[src/rtl/gate_sweep_ctrl.sv]
// Exhaustive operand sweep engine for two gate implementations of one function.
// Holds each (a, b) vector for SETTLE cycles, checks both results against a golden model.
module gate_sweep_ctrl #(
    parameter int WIDTH  = 1,
    parameter int SETTLE = 2,
    parameter int CNT_W  = 8
) (
    input  logic             clk,
    input  logic             rst,
    input  logic             start,
    input  logic [1:0]       op,
    input  logic [WIDTH-1:0] res1,
    input  logic [WIDTH-1:0] res2,
    output logic [WIDTH-1:0] a,
    output logic [WIDTH-1:0] b,
    output logic             busy,
    output logic             done,
    output logic             pass,
    output logic [CNT_W-1:0] err_cnt,
    output logic             fail_valid,
    output logic [WIDTH-1:0] fail_a,
    output logic [WIDTH-1:0] fail_b
);

    localparam int SC_W = (SETTLE > 1) ? $clog2(SETTLE) : 1;
    localparam logic [SC_W-1:0] SC_LOAD = SC_W'(SETTLE - 1);
    localparam logic [1:0] OP_AND = 2'b00;
    localparam logic [1:0] OP_OR  = 2'b01;
    localparam logic [1:0] OP_NOT = 2'b10;
    localparam logic [1:0] OP_RSV = 2'b11;

    typedef enum logic [1:0] {
        S_IDLE,
        S_SETTLE,
        S_CHECK,
        S_DONE
    } state_t;

    state_t             state;
    logic [1:0]         op_lat;
    logic [SC_W-1:0]    scnt;
    logic [WIDTH-1:0]   golden_val;
    logic               vec_fail;
    logic               last_vec;
    logic [2*WIDTH-1:0] ab_next;

    function automatic logic [WIDTH-1:0] golden(input logic [1:0] sel,
                                                input logic [WIDTH-1:0] x,
                                                input logic [WIDTH-1:0] y);
        logic [WIDTH-1:0] r;
        case (sel)
            OP_AND:  r = x & y;
            OP_OR:   r = x | y;
            OP_NOT:  r = ~x;
            default: r = '0;
        endcase
        return r;
    endfunction

    function automatic logic [CNT_W-1:0] sat_inc(input logic [CNT_W-1:0] c);
        return (&c) ? c : c + CNT_W'(1);
    endfunction

    // A vector counts once even when both implementations disagree with the golden value.
    assign golden_val = golden(op_lat, a, b);
    assign vec_fail   = (res1 != golden_val) || (res2 != golden_val);
    assign last_vec   = &{a, b};
    assign ab_next    = {a, b} + (2*WIDTH)'(1);

    always_ff @(posedge clk or posedge rst) begin
        if (rst) begin
            state      <= S_IDLE;
            op_lat     <= 2'b00;
            scnt       <= '0;
            a          <= '0;
            b          <= '0;
            busy       <= 1'b0;
            done       <= 1'b0;
            pass       <= 1'b0;
            err_cnt    <= '0;
            fail_valid <= 1'b0;
            fail_a     <= '0;
            fail_b     <= '0;
        end else begin
            case (state)
                S_IDLE: begin
                    done <= 1'b0;
                    if (start) begin
                        op_lat     <= op;
                        a          <= '0;
                        b          <= '0;
                        err_cnt    <= '0;
                        fail_valid <= 1'b0;
                        fail_a     <= '0;
                        fail_b     <= '0;
                        pass       <= 1'b0;
                        scnt       <= SC_LOAD;
                        busy       <= 1'b1;
                        state      <= (op == OP_RSV) ? S_DONE : S_SETTLE;
                    end
                end
                S_SETTLE: begin
                    if (scnt == '0) begin
                        state <= S_CHECK;
                    end else begin
                        scnt <= scnt - SC_W'(1);
                    end
                end
                S_CHECK: begin
                    if (vec_fail) begin
                        err_cnt <= sat_inc(err_cnt);
                        if (!fail_valid) begin
                            fail_valid <= 1'b1;
                            fail_a     <= a;
                            fail_b     <= b;
                        end
                    end
                    if (last_vec) begin
                        state <= S_DONE;
                    end else begin
                        {a, b} <= ab_next;
                        scnt   <= SC_LOAD;
                        state  <= S_SETTLE;
                    end
                end
                S_DONE: begin
                    done  <= 1'b1;
                    busy  <= 1'b0;
                    pass  <= (op_lat != OP_RSV) && (err_cnt == '0);
                    state <= S_IDLE;
                end
                default: state <= S_IDLE;
            endcase
        end
    end

endmodule
[config.mk]
export PLATFORM = sky130hd
export DESIGN_NAME = gate_sweep_ctrl
export DESIGN_NICKNAME = d
export VERILOG_FILES = /design/src/rtl/gate_sweep_ctrl.sv
export SDC_FILE = /design/constraint.sdc
export NUM_CORES = 1
export LEC_CHECK = 0
export CORE_MARGIN = 8
export CORE_UTILIZATION = 52
export CTS_CLUSTER_SIZE = 8
export DETAILED_ROUTE_END_ITERATION = 10
export PLACE_DENSITY_LB_ADDON = 0.3
export SLEW_MARGIN = 20
export SYNTH_ARGS = -nofsm -noshare
export SYNTH_HDL_FRONTEND = slang
export SYNTH_SLANG_ARGS = --single-unit
[constraint.sdc]
create_clock -name clk -period 2.29 [get_ports clk]
set_clock_uncertainty 0.1 [all_clocks]
set_input_delay 0.3435 -clock clk [delete_from_list [all_inputs] [get_ports clk]]
set_output_delay 0.3435 -clock clk [all_outputs]
set_load 0.02 [all_outputs]
# [After elaboration in Yosys (flattened, before gate mapping)]
# Index checks and enable logic that the tools add are counted.
[totals] ff_bits=21 latchBits=0 mem_bits_rw=0 mem_bits_ro=0 inputBits=7 output_inout_bits=16 wordCells=81 memories=0
[classes] n_addsub=3 mul=0 div_mod_pow=0 order_cmp=0 n_eq_ne=15 shift=0 n_mux=30 bitwise=3 reduce_logical=18
[ops] cell="two-way mux 8 bit" n=3
[ops] cell="case mux 1 bit (2 select lines)" n=8
[ops] cell="case mux 8 bit (2 select lines)" n=1
[ops] cell="!= test 2 bit, second input constant" n=7
[ops] cell="two-way mux 1 bit" n=11
[ops] cell="AND reduction 3 bit" n=3
[ops] cell="adder 8 x 1 -> 8 bit, second input constant" n=1
[ops] cell="== test 2 bit, second input constant" n=4
[ops] cell="logical NOT 8 bit" n=1
[ops] cell="two-way mux 2 bit" n=4
[ops] cell="case mux 2 bit (4 select lines)" n=1
[ops] cell="AND reduction 2 bit" n=4
[ops] cell="AND reduction 4 bit" n=2
[ops] cell="AND reduction 8 bit" n=1
[ops] cell="case mux 1 bit (3 select lines)" n=2
[ops] cell="== test 2 x 1 -> 1 bit, second input constant" n=2
[ops] cell="logical NOT 2 bit" n=2
[ops] cell="nonzero test 2 bit" n=2
[ops] cell="nonzero test 3 bit" n=1
[ops] cell="adder 2 x 1 -> 2 bit, second input constant" n=1
[ops] cell="!= test 1 bit" n=2
[ops] cell="bitwise AND 1 bit" n=1
[ops] cell="logical AND 1 bit" n=1
[ops] cell="logical OR 1 bit" n=1
[ops] cell="other kinds (3)" n=3

# [Depth between registers and ports, before layout]
# Gate-level depths: netlist (run 1).
[logic_depth] depth_word=6 ltp_mapped=8 ltp_nobuf=7

# [Worst setup path after synthesis (run 1)]
# OpenSTA, ideal clock, no wires.
[synth_timing] path_type="register to register" start="reg a" end="reg err_cnt[4]" setup_ns=0.080 t_arrival_ns=1.993 required_time_ns=2.110 setup_slack_ns=0.117 stages_incl_launch_ff=8 n_path_buf=1 period_less_slack_ns=2.173 cell_sequence="dfrtp_1 > ha_1 > or2_1 > a31oi_2 > o22ai_1 > buf_6 > or4_4 > o211ai_2"
[synth_via] elab_chain_cells=6 word_cells_on_any_way=9 cone_classes="eq/ne (3); mux (1); bitwise (3); reduce/logical (2)"
[synth_lines] element="start, declared" line_no="14" text="output logic [WIDTH-1:0] a,"
[synth_lines] element="start signal, assigned" line_no="121" text="{a, b} <= ab_next;"
[synth_lines] element="OR 1 bit (tied with other cells)" line_no="53" text="OP_OR: r = x | y;"
[synth_lines] element="case mux 1 bit (3 select lines) (*)" line_no="51" text="case (sel)"
[synth_lines] element="!= test 1 bit" line_no="66" text="assign vec_fail = (res1 != golden_val) || (res2 != golden_val);"
[synth_lines] element="logical OR 1 bit (*)" line_no="66"
[synth_lines] element="!= test 2 bit (no source line) (*)"
[synth_lines] element="AND reduction 4 bit (no source line) (*)"
[synth_lines] element="end signal, assigned" line_no="111" text="err_cnt <= sat_inc(err_cnt);"
[synth_lines] element="end, declared" line_no="19" text="output logic [CNT_W-1:0] err_cnt,"
# Every way passes the cells marked *; elsewhere a longest branch is shown, timed or not.
# A chain may end at the register's enable or synchronous reset.

# [Worst setup path after layout (run 1)]
[layout_timing] start="reg a" end="reg err_cnt[7]"
# The elaborated chain is that of the path after synthesis.

==> flow_summary.yaml, run 1 <==
worst_setup_path:
  worst_path_max_delay_cell: "or4_1"
  criticalPathCategory: "reg2reg"
  r2r-end: "err_cnt[7]"
  rr_worst_depth: 7
  required_ps: 2420
  crit_start: "a"
  r2r_start: "a"
  crit_arrival_ps: 2340
  rrSetupSlack_ps: 90
  path_max_fanout: 11
  worst_setup_path_end_kind: "flop"
  crit_path_start_kind: "flop"
  crit_chain: "ha_2, or2_1, a31oi_2, o22ai_1, buf_4, or4_1, o211ai_1"
  endpoint: "err_cnt[7]"
  critical-path-max-stage-delay_ps: 530
synth:
  ys_top_cells_by_area: "dfrtp_1, ha_1, o21ai_0"
  synthCells: 147
  synthFlopType: "dfrtp_1"
  synth_seq_cells: 21
  synth-seq-area-share_pct: 39.9
  yosys.area.top_type: "dfrtp_1"
  async_flop_share_pct: 100
  avgSynthCellArea_um2: 8.95
  ys_warn_count: 0
  synth_edf_count: 0
  yosys.area.top_type_share_pct: 39.9
  syn-cell-area_um2: 1320
  syn_nets: 162
  post_synth_num_cell_types: 40
grt:
  grt_max_degree: 22
  antenna_found_initial: 0
  grt-ovfl-total: 0
  track_usage_pct: 16.4
  grt_pass1_wl_um: 5710
  grt_pass1_vias: 1263
placement:
  dp_slack_ps: 64.3
  place_inst: 198
  dpl.hpwl_um: 2410
  gp_congestion: 0.866
  portBuffers: 22
floorplanning:
  rows: 18
  io_pins: 23
  dieHeight_um: 66.3
  initial_utilization_pct: 54.1
  core_um2: 2430
  die_w_um: 66.3
  dieArea_um2: 4400
clock_tree:
  htreeDepth: 1
  tritoncts: "yes"
  cts-root-buf: "clkbuf_4"
  insertion_delay_ps: 320
  clock_path_buffers: 2
  numCtsBuffers: 3
  clock_sinks: 21
  clk_pin_slew_ps: 130
routing:
  drc: 0
  vias: 1221
  viasPerCell: 6.01
  wl_per_cell_um: 15.9
  first_pass_iters: 4
  postRouteAntennaNets: 0
  drt_iter0_drc: 52
  routed_wl_um: 3230
sta:
  slew_viol_final: 0
  fin_crit_sh_pct: 96.1
  period_needed_ps: 2200
  setup_viol: 0
  tns_ps: 0
  final-hold-violation-count: 0
  worst_pin_slew_ps: 469
  worst_slack_ps: 88.9
  rsz0062_at_grt: "false"
  fmax_mhz: 454
  slew_headroom_pct: 68.6
power_and_ir_drop:
  p_leak_nw: 0.684
  vdd_drop_max_uv: 722
  powerDensity_nw_per_um2: 1140
hold_path:
  hold_class: "in2async"
run_status:
  outcome: "complete, no violations"
flow_run:
  maxCapViolCount: 0
layout:
  final_net_count: 189
  fin_cells: 203
  syn_to_final_growth_pct: 23.3
  fill_cells: 199
  diodes: 0
  finish.utilization_pct: 66.7
  drive_above_1_share_pct: 11.6
## report_power, final
| group | internal, mW | switching, mW | leakage (nW) | total, mW |
|---|---|---|---|---|
| clock network | 0.0655 | 0.121 | 0.0177 | 0.186 |
| logic | 0.455 | 0.591 | 0.392 | 1.05 |
| registers | 0.495 | 0.117 | 0.274 | 0.612 |
| total | 1.01 | 0.829 | 0.684 | 1.84 |
## sequential cells by signal (all words and copies together) (netlist names)
register / count
op_lat: 2
fail_valid: 1
err_cnt: 8
scnt: 1
pass: 1
b: 1
done: 1
fail_b: 1
fail_a: 1
a: 1
state: 2
busy: 1
## Yosys cell counts, drive strengths merged (2+ instances only)
library cell,instances
mux2,3
a21oi,8
mux2i,3
nor4,3
inv,12
nor3b,2
o21ai,15
o31ai,2
dfrtp,21
nand2,13
nand3,7
and3,4
nor3,3
nor4b,2
buf,3
nor2,6
or4,2
nand4,4
nand2b,4
ha,8
clkbuf,5
o211ai,3
a31oi,3
## layout make-up
cell class                      count  area (um2)  share of cell area (%)
Sequential cell                    21         526                    32.4
Inverter                           12        45.0                    2.78
Multi-Input combinational cell    106         707                    43.6
Tap cell                           30        37.5                    2.31
Timing Repair Buffer               30         280                    17.3
Clock inverter                      1        5.00                   0.308
Clock buffer                        3        22.5                    1.39
## logic make-up after synthesis
family / Yosys count / share of synthesized area (%)
adder cells (fa/ha/maj): 8 / 7.60
flip-flops: 21 / 39.9
AO/OA/AOI/OAI: 38 / 18.3
AND/OR/NAND/NOR: 54 / 22.7
multiplexers: 6 / 4.85
buffers and inverters: 20 / 6.56
## stage by stage
step / power (mW) / hold slack (ps) / instance area (um2)
floorplan: 1.28 / 220 / 1320
CTS: 1.84 / 257 / 1610
global route: 2.00 / 285 / 1620
detailed placement: 1.65 / 394 / 1590
finish: 1.84 / 250 / 1620
global placement: 1.61 / 388 / 1590
## per-layer routing
| layer | track usage [%] | up-vias | share of wire [%] | routed length [um] |
|---|---|---|---|---|
| met3 | 6.61 | 7 | 9.2 | 296 |
| li1 | - | 582 | - | - |
| met2 | 25.7 | 46 | 45 | 1450 |
| met5 | 0 | - | 0 | 0 |
| met4 | 6.13 | 0 | 1.4 | 46 |
| met1 | 19.6 | 586 | 44 | 1440 |
## layout by cell type, fill, tap and decap left out, drive strengths merged, types with 4 or more instances in the layout
cell           synthesis  layout
and3                   4       4
buf                    3       8
nor2                   6       6
inv                   12      12
nand3                  7       7
nand2b                 4       4
nand4                  4       4
a21oi                  8       8
ha                     8       8
dfrtp                 21      21
clkdlybuf4s50          0      22
nand2                 13      13
o21ai                 15      15
## critical path: cells and delay by family, from the launching register on
family / cells / cell delay (ps)
AND/OR/NAND/NOR: 2 / 780
flip-flops: 1 / 430
AO/OA/AOI/OAI: 3 / 410
adder cells (fa/ha/maj): 1 / 230
buffers and inverters: 1 / 170
## repair_timing
item                                    in CTS  in global routing
gates resized for setup                      0                  1
hold buffers                                 0                  0
endpoints found under the setup margin       0                  4
setup buffers                                0                  1
## worst min-delay path by stage
stage	start	to	slack, ps	cells after the start
6_report	rst	fail_valid	250	3
5_1_grt	rst	fail_valid	280	3
4_1_cts	rst	fail_valid	260	3
3_5_place_dp	done	done	390	1
3_3_place_gp	done	done	390	1
2_1_floorplan	rst	a	220	1
Note: power is estimated with default switching activity, not from simulation.
==> inputs of run 2 (changes only) <==
CORE_UTILIZATION = 47   (was 52)
MAX_ROUTING_LAYER = met4   (was not set)
clock period = 2 ns   (was 2.29 ns; I/O delays follow)
==> run 2 against run 1 <==
Clock power rose by 25%. Die area rose by 8.0%. Count of clock-buffer cells in the layout rose by 1. Sequential share of layout area fell by 3.0 points. Hold slack got worse by 67 ps. Cell area rose by 11%. Largest power group unchanged.
==> flow_summary.yaml, run 2 (same netlist as run 1, synthesis figures left out) <==
run_status:
  outcome: "complete, no violations"
clock_tree:
  postCtsHoldBufs: 0
  clock_sinks: 21
  numCtsBuffers: 3
  insertion_delay_ps: 330
  cts-root-buf: "clkbuf_4"
  clock_path_buffers: 2
  clk_pin_slew_ps: 140
  tritoncts: "yes"
  htreeDepth: 1
grt:
  grt_max_degree: 22
  grt_pass1_wl_um: 6220
  track_usage_pct: 17.9
  antenna_found_initial: 0
  grt-ovfl-total: 0
  grt_pass1_vias: 1319
floorplanning:
  dieArea_um2: 4750
  die_w_um: 68.9
  initial_utilization_pct: 48.6
  rows: 19
  io_pins: 23
  dieHeight_um: 68.9
  core_um2: 2710
layout:
  reg.largest.list: "err_cnt (8), op_lat (2), state (2)"
  drive_above_1_share_pct: 22.7
  finish.utilization_pct: 66.2
  layout_commonest_cell: "clkdlybuf4s50_1"
  largest_reg_flops: 8
  final_cell_mix: "clkdlybuf4s50_1, dfrtp_1, buf_4"
  max_flop_register: "err_cnt"
  final_net_count: 201
  diodes: 0
  syn_to_final_growth_pct: 36.3
  fin_area_um2: 1790
routing:
  vias: 1313
  routed_wl_um: 3970
  first_pass_iters: 4
  viasPerCell: 6.08
  drt_iter0_drc: 107
  postRouteAntennaNets: 0
  drc: 0
  wl_per_cell_um: 18.4
power_and_ir_drop:
  p_leak_nw: 0.747
  total_power_mw: 2.41
  vdd_drop_max_uv: 1040
  powerDensity_nw_per_um2: 1340
worst_setup_path:
  required_ps: 2140
  crit_path_start_kind: "flop"
  path_max_fanout: 7
  crit_arrival_ps: 2090
  criticalPathCategory: "reg2reg"
  worst_setup_path_end_kind: "flop"
sta:
  period_needed_ps: 1950
  rsz0062_at_grt: "true"
  slew_viol_final: 0
  hold-worst-slack_ps: 183
  slew_headroom_pct: 70.2
  final-hold-violation-count: 0
  fmax_mhz: 513
  fin_crit_sh_pct: 97.5
  setup_viol: 0
  worst_pin_slew_ps: 445
  worst_slack_ps: 50.1
placement:
  gp_congestion: 0.949
  portBuffers: 22
  dpl-instance-area_um2: 1680
  dpl.hpwl_um: 2670
  dp_slack_ps: -130
flow_run:
  maxCapViolCount: 0
hold_path:
  hold_class: "in2async"
## run 2: changes by cell type in the layout (fill, tap and decap cells not counted), moves of 2 or more
cell / delta
buf_4: +11
dfrtp_1: -2
dfrtp_2: +2
nor4_4: +2
## run 2: metrics by stage
| stage | TNS, ps | instances |
|---|---|---|
| after CTS | 0 | 216 |
| after global routing | -0.0644 | 216 |
| final | 0 | 216 |
| after detailed placement | -482 | 209 |
| after global placement | -212 | 209 |
| after floorplan | 0 | 147 |
## run 2: report_power, final
group	switching, mW	internal (mW)
clock network	0.154	0.0783
registers	0.136	0.569
logic	0.811	0.660
total	1.10	1.31
## run 2: layout make-up
cell class	count	area (um2)
inverter	12	45.0
timing repair buffer	41	363
clock buffer	4	26.3
tap	31	38.8
sequential	21	528
fill	242	916
multi-input combinational	107	793
## run 2: path summary, 6_finish.rpt
check / cells past startpoint / startpoint / slack (ps) / end
min in group clk: 1 / done / 430 / done
hold reg to reg: 1 / done / 430 / done
hold / removal: 3 / rst / 180 / fail_valid
max in group asynchronous: 3 / rst / 1360 / b
setup / recovery: 6 / a / 50 / err_cnt[7]
setup reg to reg: 6 / a / 50 / err_cnt[7]
## run 2: what timing repair did
| item | in CTS | in global routing |
|---|---|---|
| setup buffers | 2 | 0 |
| pin swaps | 4 | 2 |
| gates cloned | 1 | 0 |
| resized for setup | 6 | 7 |
| setup endpoints to repair | 5 | 7 |
## run 2: worst max-delay path, stage by stage (launching register included)
cell      delay [ps]
dfrtp_2          470
ha_4             170
or2_4            240
and3_2           240
o22a_2           260
a211o_1          280
o211ai_1         110
## run 2: per-layer routing
layer	track usage, %	up-vias	share of wire [%]
met5	-	-	0
met4	10.8	0	1.5
met3	3.07	7	6.2
met2	27.3	54	48
met1	21.6	642	44
li1	-	610	-
==> inputs of run 3 (changes only) <==
CORE_MARGIN = not set   (was 8)
CORE_UTILIZATION = 52   (was 47)
clock period = 1.8 ns   (was 2 ns; I/O delays follow)
==> run 3 against run 2 <==
The run now ends with DRC, setup timing left. Sequential share of layout area down 2.7 points. Via count up 16%. Critical path depth up 2. Fmax down 5.2%. Global-route usage up 17 points. Hold slack better by 7.0 ps. Worst setup slack worse by 310 ps. Utilization up 20 points. Largest cell class unchanged. Largest power group unchanged.
==> flow_summary.yaml, run 3 (same netlist as run 1, synthesis figures left out) <==
run_status:
  outcome: "complete, but fails checks"
  failed_checks: "DRC, setup timing"
power_and_ir_drop:
  vdd_drop_max_uv: 1250
  powerDensity_nw_per_um2: 1540
  p_leak_nw: 0.931
clock_tree:
  clock_sinks: 21
  numCtsBuffers: 3
  postCtsHoldBufs: 0
  insertion_delay_ps: 310
  tritoncts: "yes"
  clk_pin_slew_ps: 130
  cts-root-buf: "clkbuf_4"
  htreeDepth: 1
  clock_path_buffers: 2
sta:
  rsz0062_at_grt: "true"
  hold-worst-slack_ps: 190
  worst_slack_ps: -256
  fin_crit_sh_pct: 114
  worst_pin_slew_ps: 328
  slew_headroom_pct: 77.9
  tns_ps: -1710
  final-hold-violation-count: 0
  fmax_mhz: 486
  period_needed_ps: 2060
  slew_viol_final: 0
  setup_viol: 11
layout:
  syn_to_final_growth_pct: 50.6
  final_net_count: 215
  fill_cells: 119
  area.sequential_um2: 531
  largest_reg_flops: 8
  final_cell_mix: "buf_4, dfrtp_1, clkdlybuf4s50_1"
  drive_above_1_share_pct: 32.2
  diodes: 0
  reg.largest.list: "err_cnt (8), op_lat (2), state (2)"
  layout_commonest_cell: "buf_4"
  max_flop_register: "err_cnt"
  multi_input_area_um2: 851
  finish.utilization_pct: 86.3
placement:
  dpl.hpwl_um: 2780
  gp_congestion: 0.931
  portBuffers: 22
routing:
  routed_wl_um: 4670
  wl_per_cell_um: 20.6
  drt_iter0_drc: 108
  vias: 1520
  viasPerCell: 6.70
  first_pass_iters: 8
  postRouteAntennaNets: 0
  drc: 3
floorplanning:
  core_um2: 2300
  dieHeight_um: 52.3
  dieArea_um2: 2740
  initial_utilization_pct: 57.3
  die_w_um: 52.3
  rows: 17
  io_pins: 23
worst_setup_path:
  path_max_fanout: 6
  criticalPathCategory: "reg2reg"
  crit_arrival_ps: 2200
  required_ps: 1940
  worst_setup_path_end_kind: "flop"
  crit_path_start_kind: "flop"
grt:
  grt_pass1_wl_um: 6580
  antenna_found_initial: 0
  grt-ovfl-total: 0
  grt_max_degree: 22
  grt_pass1_vias: 1383
  track_usage_pct: 34.6
flow_run:
  maxCapViolCount: 0
hold_path:
  hold_class: "in2async"
-- run 3: cell types whose count changed in the layout (fill, tap and decap cells not counted), sizes merged --
| cell | change |
|---|---|
| dlymetal6s2s | +5 |
| dlygate4sd2 | +1 |
| buf | +15 |
| o22ai | -1 |
| clkdlybuf4s50 | -6 |
-- run 3: what timing repair did --
item                       in CTS  in global routing
resized for setup              15                 16
pin swaps                       3                  3
setup endpoints to repair      13                 19
buffers inserted                3                  4
-- run 3: worst paths after layout --
| kind | start | end | slack (ps) | cells past startpoint |
|---|---|---|---|---|
| max in group asynchronous | rst | err_cnt[0] | 1160 | 3 |
| setup reg to reg | a | fail_a | -260 | 8 |
| hold / removal | rst | busy | 190 | 3 |
| setup / recovery | a | fail_a | -260 | 8 |
| hold reg to reg | done | done | 420 | 1 |
| min in group clk | done | done | 420 | 1 |
-- run 3: per-stage QoR --
stage,worst slack [ps],instance area (um2),instances,power [mW]
2_1_floorplan,-152,1370,147,1.68
3_3_place_gp,-169,1780,216,2.31
3_5_place_dp,-274,1780,216,2.38
4_1_cts,-226,1900,223,2.80
5_1_grt,-338,1980,227,3.20
6_report,-256,1980,227,3.06
-- run 3: layer usage --
metal / track usage [%] / vias up / wire, um
met5: - / - / 0
met4: 14.9 / 0 / 276
met3: 6.09 / 35 / 458
met2: 57.6 / 125 / 2230
met1: 40.9 / 723 / 1710
li1: - / 637 / -
-- run 3: area by class of cell --
class,count,share of cell area [%]
tap,28,1.77
clock buffer,4,1.33
sequential,21,26.8
inverter,12,2.27
timing repair buffer,56,24.9
multi-input combinational,106,42.9
-- run 3: critical path, stage by stage (launching register included) --
cell	delay, ps
dfrtp_2	490
ha_4	180
or2_4	240
a31oi_4	190
o22ai_4	120
buf_4	170
nor4_4	160
buf_4	170
mux2i_1	180
-- run 3: report_power, final --
part	switching [mW]	total (mW)	internal (mW)	leakage [nW]
Clock	0.159	0.245	0.0865	0.0150
Sequential	0.172	0.805	0.634	0.268
Combinational	1.06	2.01	0.952	0.648
